--- src/rtl/array_drain.sv ---
// array_drain: reader side of the DIMxDIM systolic array result bus.
// On start (in IDLE) the packed accumulator bus is snapshotted into a local
// buffer and then streamed one element per valid/ready handshake in
// row-major order, tagged with row/col and a last flag. hold is high while
// a frame is buffered or streaming.
// Optional macro DRAIN_RELU_EN: clamp negative (signed) elements to zero at
// capture time; when undefined the elements stream bit-exact.
//
// Handshake: out_valid, out_data, out_row, out_col and out_last are all
// registered. An element transfers on a rising edge where out_valid and
// out_ready are both high; while out_valid is high and out_ready is low,
// every payload output holds its value. out_valid never drops before the
// transfer completes.
module array_drain #(
   parameter int DIM       = 4,
   parameter int ACC_WIDTH = 16,
   parameter int IDX_WIDTH = 4
) (
   input  logic                           clk,
   input  logic                           rst,
   input  logic                           start,
   input  logic [ACC_WIDTH*DIM*DIM-1:0]   c_in,
   output logic                           hold,
   output logic [ACC_WIDTH-1:0]           out_data,
   output logic                           out_valid,
   input  logic                           out_ready,
   output logic [$clog2(DIM)-1:0]         out_row,
   output logic [$clog2(DIM)-1:0]         out_col,
   output logic                           out_last,
   output logic                           done,
   output logic                           dbg_state
);

   localparam int N  = DIM * DIM;
   localparam int RW = $clog2(DIM);
   localparam logic [IDX_WIDTH-1:0] LAST = IDX_WIDTH'(N - 1);

   typedef enum logic {IDLE = 1'b0, STREAM = 1'b1} state_t;

   state_t                 state_q, state_d;
   logic [IDX_WIDTH-1:0]   idx_q, idx_d, nidx;
   logic [ACC_WIDTH-1:0]   data_buf [N];
   logic [ACC_WIDTH-1:0]   data_d;
   logic [RW-1:0]          row_d, col_d;
   logic                   last_d, done_d, capture;

   // Element transform applied once, as the element enters the buffer.
   function automatic logic [ACC_WIDTH-1:0] relu(input logic [ACC_WIDTH-1:0] v);
`ifdef DRAIN_RELU_EN
      return v[ACC_WIDTH-1] ? '0 : v;
`else
      return v;
`endif
   endfunction

   assign hold      = (state_q == STREAM);
   assign out_valid = (state_q == STREAM);
   assign dbg_state = (state_q == STREAM);

   // Next-state, next index and next registered payload.
   always_comb begin
      state_d = state_q;
      idx_d   = idx_q;
      data_d  = out_data;
      row_d   = out_row;
      col_d   = out_col;
      last_d  = out_last;
      done_d  = 1'b0;
      capture = 1'b0;
      nidx    = idx_q + IDX_WIDTH'(1);
      case (state_q)
         IDLE: begin
            if (start) begin
               capture = 1'b1;
               state_d = STREAM;
               idx_d   = '0;
               data_d  = relu(c_in[ACC_WIDTH-1:0]);
               row_d   = '0;
               col_d   = '0;
               last_d  = (LAST == '0);
            end
         end
         STREAM: begin
            if (out_ready) begin
               if (idx_q == LAST) begin
                  state_d = IDLE;
                  idx_d   = '0;
                  done_d  = 1'b1;
                  data_d  = '0;
                  row_d   = '0;
                  col_d   = '0;
                  last_d  = 1'b0;
               end else begin
                  idx_d  = nidx;
                  data_d = data_buf[nidx];
                  row_d  = RW'(nidx / IDX_WIDTH'(DIM));
                  col_d  = RW'(nidx % IDX_WIDTH'(DIM));
                  last_d = (nidx == LAST);
               end
            end
         end
         default: state_d = IDLE;
      endcase
   end

   // State, index, snapshot buffer and registered outputs.
   always_ff @(posedge clk) begin
      if (rst) begin
         state_q  <= IDLE;
         idx_q    <= '0;
         out_data <= '0;
         out_row  <= '0;
         out_col  <= '0;
         out_last <= 1'b0;
         done     <= 1'b0;
         for (int k = 0; k < N; k++) data_buf[k] <= '0;
      end else begin
         state_q  <= state_d;
         idx_q    <= idx_d;
         out_data <= data_d;
         out_row  <= row_d;
         out_col  <= col_d;
         out_last <= last_d;
         done     <= done_d;
         if (capture) begin
            for (int k = 0; k < N; k++)
               data_buf[k] <= relu(c_in[ACC_WIDTH*k +: ACC_WIDTH]);
         end
      end
   end

endmodule

--- config.mk ---
export PLATFORM = sky130hd
export DESIGN_NAME = array_drain
export DESIGN_NICKNAME = d
export VERILOG_FILES = /design/src/rtl/array_drain.sv
export SDC_FILE = /design/constraint.sdc
export NUM_CORES = 1
export LEC_CHECK = 0
export ABC_AREA = 1
export CAP_MARGIN = 20
export CORE_MARGIN = 3
export CORE_UTILIZATION = 30
export CTS_CLUSTER_DIAMETER = 30
export CTS_CLUSTER_SIZE = 10
export DETAILED_ROUTE_END_ITERATION = 10
export PLACE_DENSITY = 0.57
export SETUP_SLACK_MARGIN = 0.2
export SLEW_MARGIN = 20
export SYNTH_ARGS = -nofsm -noshare
export SYNTH_HDL_FRONTEND = slang
export SYNTH_SLANG_ARGS = --single-unit
--- constraint.sdc ---
create_clock -name clk -period 7.9 [get_ports clk]
set_input_delay 1.58 -clock clk [delete_from_list [all_inputs] [get_ports clk]]
set_output_delay 1.58 -clock clk [all_outputs]
set_load 0.01 [all_outputs]
Word-level counts from Yosys, hierarchy flattened
Memory sizes are Yosys's and may differ from the RTL's.
Index checks and enable logic that the tools add are counted.
{ "word_totals": {"output_inout_bits": 25, "input_bits": 260, "n_memories": 1, "ram_bits": 256, "reg_bits": 27} }
{ "mem_list": {"columns": ["name", "depth", "word_bits", "rd", "rd_clocked_by_memory_dff", "write_ports", "line", "rtl"], "rows": [
  ["data_buf", 16, 16, 1, 0, 16, "42", "logic [ACC_WIDTH-1:0] data_buf [N];"]
]} }
{ "op_classes": {"bitwise": 18, "n_reduce_logical": 2, "n_mux": 46, "eq_ne": 4, "n_addsub": 1} }
{ "ops": {"columns": ["cell", "n"], "rows": [
  ["$mux 16", 19],
  ["$pmux 16 s2", 1],
  ["$or 1x1->1", 16],
  ["$mux 1", 13],
  ["$mux 4", 3],
  ["$mux 2", 5],
  ["$eq 4x4->1 const B", 2],
  ["$pmux 2 s2", 2],
  ["$pmux 4 s2", 1],
  ["$add 4x1->4 const B", 1],
  ["$ne 2x2->1 const B", 2],
  ["$pmux 1 s2", 2],
  ["$reduce_or 3->1", 1],
  ["$not 1->1", 2],
  ["$reduce_and 2->1", 1]
]} }

Depth between registers and ports, before layout
{ "logic_depth": {"depth_word": 6, "ltp_mapped": 14} }

Least setup slack after synthesis
Ideal clock, no wire load.
{ "synth_timing": {"kind": "input -> register", "startpoint": "input port rst", "endpoint": "memory data_buf[0][0], enable pin", "setup_time_ns": 1.961, "t_required_ns": 5.939, "n_path_buf": 2, "slack_ns": -0.292, "stages": 4, "arrival_time_ns": 6.231, "cell_sequence": "clkbuf_1 > clkinv_1 > clkbuf_1 > nand2_1"} }
{ "synth_rtl": {"columns": ["item", "line", "rtl"], "rows": [
  ["from (decl)", "20", "input logic rst,"],
  ["to (decl)", "42", null]
]} }

==> summary.txt <==
crit-path max FO: 119
Post-Synthesis Cells: 1702
area of the multi-input gates: 3790 µm²
Antenna Nets Post-Route: 0
cell area after synthesis: 14000 µm²
CP Cell Sequence: clkdlybuf4s50_1 > inv_1 > nor2_1 > inv_1 > nand2_8 > buf_4
Setup Crit Path Kind: input port to flip-flop
Placed Area: 17300 µm²
via count: 11400
Seq/Total Area, Yosys: 58.2%
Initial Util: 30.6%
Total Routed Length: 42800 µm
Iteration-0 DRC Markers: 888
share of layout cells above drive strength 1: 7.17%
CTS tree: yes
clock buffer count from CTS: 69
Die Span Y: 222 µm
I/O pins: 285
Seq cells post-synth: 279
Clock Skews: 0.0194 ns
relative slew slack: 29.8%
Row Count: 78
Core Area: 45800 µm²
fin area: 19800 µm²
Slowest cell on crit path: buf_4
Clock Path Buffers: 3
gr usage total: 17.0%
port bufs: 284
CP peak stage delay: 0.81 ns
setup TNS: 0 ns
max_cap viols: 0
DRC errors left: 0
post-CTS sizing: 0
CP Data Arrival Time: 4.53 ns
post-cts hold buffer count: 0
clock sink count: 279
commonest non-fill, non-tap cell in the layout: inv_1
vias in the first global route: 11500
antenna violations before repair: 0
fmax: 229 MHz
Crit path required time: 8.07 ns
Max VDD drop: 0.113 mV
area delta synth->final: 41.7%
setup violators final: 0
filler cell count: 4503
die width: 222 µm
Setup Fix Bufs, Post-CTS: 0
DP HPWL: 29300 µm
CP Launch Type: input port
distinct cell type count after synthesis: 24
slew at the pin closest to its max-slew limit: 1.05 ns
Leak: 9.34 nW
First-pass DRT Iterations: 5
Final Slew Violations: 0
Synthesis Warnings: 0
Hold Path Class: flip-flop to flip-flop
Design Power: 5.37 mW
RSZ-0062 raised after global routing: false
Reg area: 8150 µm²
GRT Residual Overflow: 0
global-route wire length before repair: 65100 µm
CTS root buf: clkbuf_16
diode count: 0
H-tree levels: 3
CP endpoint kind: flip-flop
flop2flop setup slack: 4.15 ns
clock latency on the worst-skew pair: 0.56 ns
Routed WL per cell: 16.2 µm
Layout Utilization: 43.4%
Critical Path Most Common Cell: inv_1
Worst-path clk slew: 0.04 ns
Die ar.: 49300 µm²
Fin. Hold Viols: 0
Vias per Instance: 4.34
Power Density: 270 nW/µm²
RePlAce Congestion: 0.777
minimum clock period: 4.36 ns
syn avg cell area: 8.23 µm²
largest net degree at the start of global routing: 120
net count after synthesis: 1964
Final #Nets: 2243
run status: finished clean
Period Utilization, post-route: 55.2%
commonest cells after routing, fill and taps aside: inv_1 (454), nand2_1 (359), clkdlybuf4s50_1 (283)
[report_power, final]
part | internal (mW) | switching (mW) | leakage [nW] | total, mW
Sequential | 1.75 | 0.0420 | 2.94 | 1.79
Combinational | 0.227 | 0.295 | 5.20 | 0.522
Clock | 2.15 | 0.904 | 1.20 | 3.05
Total | 4.13 | 1.24 | 9.34 | 5.37
[cell usage after synthesis]
library cell	n	area, µm²
xor2_2	2	32.5
buf_4	8	60.1
a21oi_1	11	55.1
buf_6	1	11.3
ha_1	2	25.0
clkbuf_1	48	180
nand3_1	194	971
nor2_1	259	972
nand2_1	361	1360
o21ai_0	33	165
buf_2	29	145
o31ai_1	1	7.51
edfxtp_1	256	7690
nor3_1	1	5.00
buf_1	1	3.75
xnor2_4	1	27.5
nand3_4	1	17.5
nand4_1	1	6.26
inv_1	456	1710
dfxtp_1	23	460
a21oi_2	10	87.6
clkinv_1	1	3.75
xnor2_1	1	8.76
o21a_1	1	7.51
[cell families after synthesis]
family          share of synthesized area, %
fa+ha+maj                              0.179
flops                                   58.2
xor+xnor                               0.491
compound gates                          2.30
simple gates                            23.8
buf+inv                                 15.1
[layer usage]
layer	track usage (%)	up-vias	part of all wire (%)
met2	27.4	380	47
met1	22.8	5297	44
met4	5.18	0	1.8
met5	0	-	0
met3	3.95	55	6.9
li1	-	5708	-
[state kept, by name (all words and copies together), names as in the netlist]
name	flops
data_buf	256
dbg_state	1
done	1
idx_q	1
out_col	1
out_data	16
out_last	1
out_row	2
[cell type report]
class | instances | share of cell area [%]
inverter | 457 | 8.66
tap | 600 | 3.78
clock buffer | 80 | 9.39
multi-input combinational | 879 | 19.1
timing repair buffer | 295 | 14.7
clock inverter | 47 | 3.28
sequential | 279 | 41.1
[worst paths after layout]
path | endpoint | from | cells past startpoint
setup / recovery | data_buf[12][6] | start | 6
setup reg to reg | out_data[14] | out_col[0] | 9
hold reg to reg | out_last | out_last | 2
hold / removal | out_last | out_last | 2
[critical path, delay by kind of cell]
| family | cells | cell delay (ns) |
|---|---|---|
| simple gates | 2 | 0.90 |
| buf+inv | 4 | 1.71 |
[stage by stage]
| stage | hold WS [ns] | instances | setup WS, ns |
|---|---|---|---|
| 2_1_floorplan | 0.488 | 1702 | 2.25 |
| 3_3_place_gp | 0.486 | 2510 | 3.13 |
| 3_5_place_dp | 0.476 | 2510 | 3.08 |
| 4_1_cts | 0.483 | 2637 | 3.66 |
| 5_1_grt | 0.520 | 2637 | 3.48 |
| 6_report | 0.486 | 2637 | 3.54 |
(Power assumes the default switching activity.)
